**src/rtl/mem_seq_pkg.sv**
```systemverilog
// Shared types and constants for the memory access sequencer.
package mem_seq_pkg;

    typedef enum logic [1:0] {
        IDLE = 2'd0,
        REQ  = 2'd1,
        DONE = 2'd2
    } mem_seq_state_t;

    localparam int TIMEOUT_CYCLES_DEF = 15;

    function automatic int cnt_width(input int n);
        return (n < 1) ? 1 : $clog2(n + 1);
    endfunction

    localparam int TIMEOUT_CNT_W = cnt_width(TIMEOUT_CYCLES_DEF);

endpackage

```
**src/rtl/mem_access_sequencer_timeout.sv**
```systemverilog
// Watchdog for unacknowledged requests; built only with MEM_TIMEOUT_EN.
module mem_timeout_counter
    import mem_seq_pkg::*;
#(
    parameter int TIMEOUT_CYCLES = TIMEOUT_CYCLES_DEF
) (
    input  logic clk,
    input  logic rst,
    input  logic clear,
    input  logic enable,
    output logic expired
);

    localparam int              CNT_W = cnt_width(TIMEOUT_CYCLES);
    localparam logic [CNT_W-1:0] LAST = CNT_W'(TIMEOUT_CYCLES - 1);

    logic [CNT_W-1:0] count_q;
    logic [CNT_W-1:0] count_d;

    always_comb begin
        count_d = count_q;
        if (clear) begin
            count_d = '0;
        end else if (enable && (count_q != LAST)) begin
            count_d = count_q + 1'b1;
        end
    end

    always_ff @(posedge clk) begin
        if (rst) begin
            count_q <= '0;
        end else begin
            count_q <= count_d;
        end
    end

    // Fires during the REQ cycle whose increment would reach TIMEOUT_CYCLES.
    assign expired = enable && !clear && (count_q == LAST);

endmodule

```
**src/rtl/mem_access_sequencer.sv**
```systemverilog
// Decoder-to-memory req/ack sequencer with core stall; watchdog abort under MEM_TIMEOUT_EN.
//
// state | meaning
// IDLE  | waiting for a load/store strobe; stall follows the strobe
// REQ   | mem_req held with stable address/data until ack (or timeout)
// DONE  | core released for one cycle so the instruction retires
module mem_access_sequencer
    import mem_seq_pkg::*;
#(
    parameter int ADDR_W         = 8,
    parameter int DATA_W         = 8,
    parameter int TIMEOUT_CYCLES = TIMEOUT_CYCLES_DEF
) (
    input  logic              clk,
    input  logic              rst,
    input  logic              MEM_read,
    input  logic              MEM_write,
    input  logic [ADDR_W-1:0] addr_in,
    input  logic [DATA_W-1:0] wdata_in,
    output logic              stall,
    output logic [DATA_W-1:0] rdata_out,
    output logic              rdata_valid,
    output logic              mem_req,
    output logic              mem_we,
    output logic [ADDR_W-1:0] mem_addr,
    output logic [DATA_W-1:0] mem_wdata,
    input  logic              mem_ack,
    input  logic [DATA_W-1:0] mem_rdata,
    output logic              mem_err
);

    mem_seq_state_t    state_q;
    logic              req_q;
    logic              we_q;
    logic [ADDR_W-1:0] addr_q;
    logic [DATA_W-1:0] wdata_q;
    logic [DATA_W-1:0] rdata_q;
    logic              rvalid_q;
    logic              err_q;

    logic              strobe;
    logic              timeout;

    assign strobe = MEM_read | MEM_write;

`ifdef MEM_TIMEOUT_EN
    mem_timeout_counter #(
        .TIMEOUT_CYCLES(TIMEOUT_CYCLES)
    ) u_timeout (
        .clk    (clk),
        .rst    (rst),
        .clear  ((state_q == IDLE) && strobe),
        .enable ((state_q == REQ) && !mem_ack),
        .expired(timeout)
    );
`else
    logic unused_timeout_cfg;
    assign unused_timeout_cfg = (TIMEOUT_CYCLES != 0);
    assign timeout            = 1'b0;
`endif

    always_ff @(posedge clk) begin
        if (rst) begin
            state_q  <= IDLE;
            req_q    <= 1'b0;
            we_q     <= 1'b0;
            addr_q   <= '0;
            wdata_q  <= '0;
            rdata_q  <= '0;
            rvalid_q <= 1'b0;
            err_q    <= 1'b0;
        end else begin
            rvalid_q <= 1'b0;
            err_q    <= 1'b0;
            case (state_q)
                IDLE: begin
                    if (strobe) begin
                        addr_q  <= addr_in;
                        wdata_q <= wdata_in;
                        we_q    <= MEM_write;
                        req_q   <= 1'b1;
                        state_q <= REQ;
                    end
                end
                REQ: begin
                    // A real ack takes precedence over a coincident timeout.
                    if (mem_ack) begin
                        if (!we_q) begin
                            rdata_q  <= mem_rdata;
                            rvalid_q <= 1'b1;
                        end
                        req_q   <= 1'b0;
                        state_q <= DONE;
                    end else if (timeout) begin
                        if (!we_q) begin
                            rdata_q  <= '0;
                            rvalid_q <= 1'b1;
                        end
                        err_q   <= 1'b1;
                        req_q   <= 1'b0;
                        state_q <= DONE;
                    end
                end
                DONE: begin
                    state_q <= IDLE;
                end
                default: begin
                    req_q   <= 1'b0;
                    state_q <= IDLE;
                end
            endcase
        end
    end

    assign stall       = !rst && (((state_q == IDLE) && strobe) || (state_q == REQ));
    assign mem_req     = req_q;
    assign mem_we      = we_q;
    assign mem_addr    = addr_q;
    assign mem_wdata   = wdata_q;
    assign rdata_out   = rdata_q;
    assign rdata_valid = rvalid_q;
    assign mem_err     = err_q;

endmodule
```
**config.mk**
```make
export PLATFORM = sky130hd
export DESIGN_NAME = mem_access_sequencer
export DESIGN_NICKNAME = d
export VERILOG_FILES = /design/src/rtl/mem_seq_pkg.sv /design/src/rtl/mem_access_sequencer_timeout.sv /design/src/rtl/mem_access_sequencer.sv
export SDC_FILE = /design/constraint.sdc
export NUM_CORES = 1
export LEC_CHECK = 0
export CAP_MARGIN = 20
export CORE_MARGIN = 5
export CORE_UTILIZATION = 40
export CTS_BUF_LIST = sky130_fd_sc_hd__clkbuf_16
export CTS_CLUSTER_SIZE = 12
export DETAILED_ROUTE_END_ITERATION = 6
export GPL_TIMING_DRIVEN = 0
export PLACE_DENSITY = 0.9
export SLEW_MARGIN = 20
export SYNTH_ARGS = -nofsm -noshare
export SYNTH_HDL_FRONTEND = slang
export SYNTH_HIERARCHICAL = 1
export SYNTH_SLANG_ARGS = --single-unit
export TNS_END_PERCENT = 20
```
**constraint.sdc**
```tcl
create_clock -name clk -period 1.3 [get_ports clk]
set_input_delay 0.195 -clock clk [delete_from_list [all_inputs] [get_ports clk]]
set_output_delay 0.195 -clock clk [all_outputs]
set_load 0.005 [all_outputs]
```
Word level (Yosys, flattened, before mapping)
Index checks and enable logic that the tools add are counted.
{"block": "classes", "addsub": 0, "multipliers": 0, "div": 0, "order_cmp": 0, "eq_ne": 4, "n_shift": 0, "n_mux": 7, "bitwise_logic": 5, "n_reduce_logical": 10}
{"cell": "AND reduction 3 bit", "n": 2}
{"cell": "2-to-1 mux 2 bit", "n": 2}
{"cell": "inequality test 2 bit, second input constant", "n": 2}
{"cell": "inverter 1 bit", "n": 4}
{"cell": "one-hot mux 2 bit (2 select lines)", "n": 1}
{"cell": "AND reduction 2 bit", "n": 2}
{"cell": "2-to-1 mux 1 bit", "n": 3}
{"cell": "one-hot mux 1 bit (3 select lines)", "n": 1}
{"cell": "OR reduction 3 bit", "n": 1}
{"cell": "== test 2 x 1 -> 1 bit, second input constant", "n": 1}
{"cell": "== test 2 bit, second input constant", "n": 1}
{"cell": "logical AND 1 bit", "n": 2}
{"cell": "zero test 2 bit", "n": 1}
{"cell": "zero test 1 bit", "n": 1}
{"cell": "logical OR 1 bit", "n": 1}
{"cell": "OR 1 bit", "n": 1}
{"block": "word_totals", "reg_bits": 29, "latch_bits": 0, "mem_bits_rw": 0, "mem_bits_ro": 0, "input_bits": 29, "out_inout_bits": 29, "wordCells": 33, "n_memories": 0}

Depth between registers and ports, before layout
Gate-level depths: netlist (run 1).
{"block": "logic_depth", "ltp_word": 4, "ltp_mapped": 5, "ltp_nobuf": 3}

Worst setup path after synthesis (run 1)
Ideal clock, no wire load.
{"block": "synth_timing", "path_kind": "reg-to-reg", "from": "register state_q[0]", "to": "register addr_q[0], in the netlist mem_addr[0]", "setup_time_ps": 72, "arrival_ps": 1030, "required_time_ps": 1228, "slack_ps": 198, "stages_incl_launch_ff": 6, "n_path_buf": 2, "period_less_slack_ps": 1102, "cell_sequence": "dfxtp_1 nor2_2 o21a_1 buf_6 buf_12 mux2i_1"}
{"block": "synth_between", "elab_chain_cells": 2}
{"element": "start, declared", "line_no": "mem_access_sequencer.sv:32", "rtl": "mem_seq_state_t state_q;"}
{"element": "start signal, assigned", "line_no": "mem_access_sequencer.sv:64", "rtl": "state_q <= IDLE;"}
{"element": "start signal, assigned", "line_no": "mem_access_sequencer.sv:82", "rtl": "state_q <= REQ;"}
{"element": "start signal, assigned", "line_no": "mem_access_sequencer.sv:93", "rtl": "state_q <= DONE;"}
{"element": "zero test 2 bit", "line_no": "mem_access_sequencer.sv:75", "rtl": "case (state_q)"}
{"element": "AND reduction 2 bit (no line)"}
{"element": "end signal, assigned", "line_no": "mem_access_sequencer.sv:78", "rtl": "addr_q <= addr_in;"}
{"element": "end, declared", "line_no": "mem_access_sequencer.sv:35", "rtl": "logic [ADDR_W-1:0] addr_q;"}
No other way between the ends.
A chain may end at the register's enable or synchronous reset.

Final worst setup path (run 1)
{"block": "layout_timing", "from": "input port mem_ack", "to": "register rdata_q[4], in the netlist rdata_out[4]"}
{"block": "layout_between", "elab_chain_cells": 1}
{"element": "start, declared", "line_no": "mem_access_sequencer.sv:27", "rtl": "input logic mem_ack,"}
{"element": "AND reduction 3 bit (no line)"}
{"element": "end signal, assigned", "line_no": "mem_access_sequencer.sv:89", "rtl": "rdata_q <= mem_rdata;"}
{"element": "end, declared", "line_no": "mem_access_sequencer.sv:37", "rtl": "logic [DATA_W-1:0] rdata_q;"}
No other way between the ends.

==> flow_summary_export.csv, run 1 <==
group,metric,value,unit
sta,drv_slew,0,
critical_path,critPathRequiredTime,1.45,ns
logic_synthesis,synth_top_cell_area_share,47.2,%
final_layout,drive_above_1_share,14.4,%
global_route,grt_usage,15.1,%
critical_path,r2r-start,"state_q[1]",
critical_path,slowest_stage,"clkdlybuf4s50_1",
critical_path,path_cells,"clkdlybuf4s50_1 > and4bb_2 > buf_8 > mux2i_1 > nor2_1",
clock_tree,numCtsBuffers,5,
min_path,hold_start,"rst",
die,die_area,0.00429,mm2
detailed_routing,vias_per_cell,4.86,
clock_tree,root_buffer,"clkbuf_16",
critical_path,slowest_delay,0.54,ns
min_path,min_path_cells,3,
logic_synthesis,synth_area,0.00123,mm2
die,core_region_area,0.00300,mm2
logic_synthesis,synth-edff-count,0,
die,io-pin-count,58,
sta,min_period,1.31,ns
detailed_routing,drt_iter0_markers,50,
detailed_routing,firstDrtPassIters,4,
power,power_density,1230,mW/mm2
global_route,grt_pass1_wl,4940,um
critical_path,reg2regPathDepth,6,
status,status,"complete, but fails checks",
detailed_routing,vias,1069,
logic_synthesis,post-synth-top-count-cell,"nand2b_1",
sta,skew,0.00353,ns
logic_synthesis,yosys-top-cells-count,"nand2b_1, dfxtp_1, mux2i_1",
clock_tree,worstSkewPairLatency,0.27,ns
die,initial_core_util,41.0,%
clock_tree,cts-htree-levels,2,
logic_synthesis,ys_ff_latch,29,
detailed_routing,wl_per_cell,14.6,um
final_layout,finish.net_count,216,
logic_synthesis,ys.flop_type,"dfxtp_1",
sta,fmax,764,MHz
clock_tree,clkTransAtPathRegs,0.05,ns
final_layout,syn_to_final_growth,66.2,%
global_route,grt_pass1_vias,1146,
placement,placed_cells,208,
clock_tree,clockBufferDepth,2,
logic_synthesis,async_flop_share,0,%
critical_path,crit_path_start_kind,"input port",
sta,fin_ws,-0.00974,ns
clock_tree,cts_tree,"done",
placement,placed_area,0.00182,mm2
logic_synthesis,synth_cell_types,21,
clock_tree,postCtsHoldBufs,0,
logic_synthesis,synth.yosys.seq_area_share,47.2,%
die,die_w,65.5,um
placement,routabilityCongestion,0.642,
sta,hold_slack,0.308,ns
logic_synthesis,synth_xor_xnor_area_share,0,%
critical_path,critPathKind,"in2reg",
logic_synthesis,muxShareOfSynthArea,19.5,%
placement,dp_hpwl,2380,um
logic_synthesis,synth_largest_area_cell,"dfxtp_1",
critical_path,crit_fanout,8,
global_route,grt.overflow.total,0,
logic_synthesis,synth_compound_area_share,3.86,%
sta,fin_crit_sh,101,%
logic_synthesis,synthAdderAreaFrac,0,%
detailed_routing,finalWirelength,3210,um
die,dieHeight,65.5,um
min_path,hold_path_class,"in2reg",
logic_synthesis,synth_cells,120,
power,peakVddDrop,646,uV
logic_synthesis,syn_nets,149,
detailed_routing,drc,0,
global_route,antenna_found_initial,0,
sta,finalSetupViolCount,2,
sta,grt_setup_unrepaired,"yes",
final_layout,fill_cells,242,
placement,io_buffers,55,
global_route,grt_max_degree,11,
final_layout,fin_cells,220,
die,row_count,20,
logic_synthesis,yosys_warnings,6,
critical_path,setup.worst_path.end_class,"flip-flop",
final_layout,fin_area,0.00205,mm2
min_path,holdPathEnd,"mem_wdata[0]",
logic_synthesis,synth_top_family_by_area,"simple AND/OR/NAND/NOR gates",
logic_synthesis,syn_avg_cell_area,10.3,um2
logic_synthesis,netlist_top_cells_area,"dfxtp_1, mux2i_1, nand2b_1, nor2_1, buf_6",
clock_tree,cts_sinks,29,
critical_path,r2r_end,"mem_addr[7]",
run,drv_cap,0,
detailed_routing,final_antenna_net_count,0,
critical_path,crit_path_start,"mem_ack",
final_layout,antenna_cells,0,
sta,fin_tns_setup,-0.0151,ns
critical_path,r2r_setup_slack,0.01,ns
critical_path,cp.arrival,1.46,ns
status,violations,"setup timing",
logic_synthesis,yosys.area_share.simple,23.3,%
sta,finalHoldViolations,0,
power,p_leak,1.06,nW
flip-flops by register name, indices dropped and copies added, names as in the netlist:
name         flops
mem_wdata        8
rdata_out        8
mem_addr         8
state_q          2
mem_we           1
mem_req          1
rdata_valid      1
cell families after synthesis:
logic type             count (synthesis)
DFF                                   29
buffers and inverters                  9
and+or+nand+nor                       49
other                                  1
AOI/OAI and AO/OA                      8
muxes                                 24
power by group:
part | total (W) | internal [W] | switching (W)
Sequential | 0.00100 | 0.000963 | 0.0000372
Clock | 0.00102 | 0.000678 | 0.000340
Combinational | 0.000490 | 0.000312 | 0.000178
area by class of cell:
cell class                 count  area, um2  share of cell area, %
timing repair buffer          60        622                   30.4
multi-input combinational     82        589                   28.8
sequential                    29        584                   28.6
clock buffer                   5        125                   6.12
buffer                         9       76.3                   3.73
tap                           33       41.3                   2.02
clock inverter                 2       7.51                  0.367
how the worst max path moves through the flow:
stage	slack, ns	endpoint	depth (start not counted)
2_1_floorplan	0.20	mem_addr[0]	5
3_3_place_gp	-0.43	stall	4
3_5_place_dp	-0.43	stall	4
4_1_cts	-0.01	stall	4
5_1_grt	-0.06	stall	3
6_report	-0.01	rdata_out[4]	5
layer usage:
metal	part of all wire [%]	track usage, %	up-vias
met1	40	15.7	495
met3	4.7	4.10	5
met5	0	0	-
met2	54	28.1	43
li1	-	-	526
met4	1.2	6.74	0
placed cells by master, fill, tap and decap left out:
cell and count:
conb_1 1, clkdlybuf4s50_1 28, dfxtp_2 3, o21ai_2 1, buf_8 1, mux2i_2 1, buf_12 2, clkbuf_1 2
dlygate4sd2_1 15, inv_1 1, clkinv_1 1, nand3b_1 1, nor2_1 9, and4bb_2 1, nand2_1 2, buf_4 4
mux2i_1 23, nor2_2 1, nor3_1 1, clkbuf_16 6, o21ai_0 1, buf_6 1, a21oi_1 3, dlymetal6s2s_1 11
dfxtp_1 26, a21oi_2 1, or2b_1 1, a21bo_2 1, buf_2 4, nand2b_1 32, or2_0 1, o21a_1 1
worst max-delay path, delay by kind of cell:
family	cells	cell delay, ns
muxes	1	0.24
and+or+nand+nor	2	0.34
buffers and inverters	2	0.69
timing repair:
item,4_1_cts,5_1_grt
endpoints found under the setup margin,16,24
resized for setup,22,16
setup buffers,2,2
pin swaps,2,0
hold endpoints to repair,0,0
gates cloned,0,1
metrics by stage:
stage / worst slack (ns) / util [%] / power (W)
5_1_grt: -0.0576 / 68.1 / 0.00263
3_5_place_dp: -0.434 / 60.7 / 0.00148
6_report: -0.00974 / 68.1 / 0.00251
2_1_floorplan: 0.198 / - / 0.00122
4_1_cts: -0.0116 / 64.9 / 0.00248
3_3_place_gp: -0.432 / 60.7 / 0.00146
Power figures use the tool's default switching activity.
==> inputs of run 2 (changes only) <==
- TNS_END_PERCENT: 20 -> not set
==> flow_summary_export.csv, run 2 (synthesis gave the netlist of run 1 again) <==
group,metric,value,unit
sta,finalHoldViolations,0,
detailed_routing,firstDrtPassIters,4,
sta,fmax,766,MHz
placement,routabilityCongestion,0.642,
status,status,"complete, but fails checks",
critical_path,cp.arrival,1.11,ns
sta,skew,0.00443,ns
sta,grt_setup_unrepaired,"yes",
die,initial_core_util,41.0,%
detailed_routing,vias_per_cell,4.88,
detailed_routing,finalWirelength,3230,um
die,die_w,65.5,um
clock_tree,root_buffer,"clkbuf_16",
power,power_density,1220,mW/mm2
placement,dp_hpwl,2380,um
critical_path,crit_path_start_kind,"flip-flop",
final_layout,syn_to_final_growth,66.6,%
clock_tree,cts_sinks,29,
power,combPwrFrac,19.6,%
clock_tree,cts-htree-levels,2,
final_layout,finish.net_count,216,
sta,drv_slew,0,
detailed_routing,wl_met2,1720,um
clock_tree,clkTransAtPathRegs,0.05,ns
status,violations,"setup timing",
final_layout,antenna_cells,0,
critical_path,slowest_delay,0.35,ns
critical_path,path_cells,"or2b_1 > a21oi_2 > buf_2",
sta,finalSetupViolCount,1,
clock_tree,numCtsBuffers,5,
die,dieHeight,65.5,um
die,row_count,20,
detailed_routing,drc,0,
detailed_routing,vias,1073,
min_path,hold_path_class,"in2reg",
final_layout,drive_above_1_share,15.5,%
power,peakVddDrop,645,uV
detailed_routing,wl_per_cell,14.7,um
sta,min_period,1.31,ns
critical_path,critPathRequiredTime,1.11,ns
clock_tree,postCtsHoldBufs,0,
placement,place_ws,-0.434,ns
placement,placed_area,0.00182,mm2
die,core_region_area,0.00300,mm2
critical_path,crit_fanout,5,
global_route,grt_usage,15.1,%
die,die_area,0.00429,mm2
sta,fin_crit_sh,100,%
global_route,grt.overflow.total,0,
power,pwr-share-seq,39.8,%
final_layout,fin_area,0.00205,mm2
critical_path,critPathKind,"reg2out",
power,p_clk_share,40.6,%
critical_path,slowest_stage,"dfxtp_2",
detailed_routing,wl_met3,181,um
detailed_routing,final_antenna_net_count,0,
global_route,antenna_found_initial,0,
die,io-pin-count,58,
global_route,grt_pass1_vias,1146,
power,p_int,0.00195,W
critical_path,setup.worst_path.end_class,"primary output",
detailed_routing,drt_iter0_markers,63,
power,switching_share,22.2,%
power,power.switching,0.000557,W
placement,io_buffers,55,
global_route,grt_max_degree,11,
global_route,grt_pass1_wl,4940,um
detailed_routing,top_layer,"met4",
run,drv_cap,0,
final_layout,final_common_cell,"nand2b_1",
clock_tree,cts_tree,"done",
sta,fin_ws,-0.00568,ns
power,p_leak,1.05,nW
clock_tree,clockBufferDepth,2,
detailed_routing,wl_met1,1280,um
final_layout,post-route-util,68.3,%
clock_tree,worstSkewPairLatency,0.27,ns
final_layout,mostFrequentLayoutCells,"nand2b_1, clkdlybuf4s50_1, dfxtp_1, mux2i_1, dlygate4sd2_1",
-- run 2: cell counts in the layout (fill, tap and decap cells not counted) --
Identical to the previous run, type by type.
-- run 2: worst max-delay path, delay by kind of cell (launching register included) --
family	cells	cell delay, ns
flip-flops	1	0.35
AND/OR/NAND/NOR	1	0.26
buffers and inverters	1	0.12
AO/OA/AOI/OAI	1	0.11
-- run 2: timing repair --
| action | CTS | global route |
|---|---|---|
| gates cloned | 0 | 1 |
| endpoints found under the setup margin | 16 | 24 |
| pin swaps | 2 | 0 |
| buffers inserted | 2 | 2 |
| gates resized for setup | 22 | 18 |
-- run 2: area by class of cell --
type | instances | area [um2]
buffer | 9 | 76.3
clock buffer | 5 | 125
clock inverter | 2 | 7.51
fill | 240 | 952
multi-input combinational | 82 | 593
sequential | 29 | 586
tap | 33 | 41.3
timing repair buffer | 60 | 622
-- run 2: routing by layer --
layer  GRT usage (%)  up-vias
met4            6.74        0
met2            28.1       42
met3            4.10        5
li1                -      526
met1            15.7      500
met5               0        -
-- run 2: worst paths after layout --
check | start | end | slack, ns | depth (start not counted)
setup / recovery | state_q[0] | stall | -0.006 | 3
setup reg to reg | state_q[1] | mem_addr[7] | 0.01 | 6
hold reg to reg | mem_we | rdata_valid | 0.44 | 1
hold / removal | rst | mem_wdata[0] | 0.31 | 3
-- run 2: metrics by stage --
stage | cells | total power [W] | TNS, ns | hold WS [ns]
2_1_floorplan | 120 | 0.00122 | 0 | 0.335
3_3_place_gp | 208 | 0.00146 | -2.57 | 0.447
3_5_place_dp | 208 | 0.00148 | -3.25 | 0.465
4_1_cts | 217 | 0.00248 | -0.0116 | 0.325
5_1_grt | 220 | 0.00262 | -0.193 | 0.334
6_report | 220 | 0.00251 | -0.00568 | 0.307
-- run 2: power by group through the flow --
stage | Clock (W) | Sequential (W) | Combinational [W]
2_1_floorplan | 0 | 0.00102 | 0.000205
3_3_place_gp | 0 | 0.00101 | 0.000449
3_5_place_dp | 0 | 0.00102 | 0.000463
4_1_cts | 0.00104 | 0.00100 | 0.000446
5_1_grt | 0.00108 | 0.00101 | 0.000529
6_report | 0.00102 | 0.00100 | 0.000492
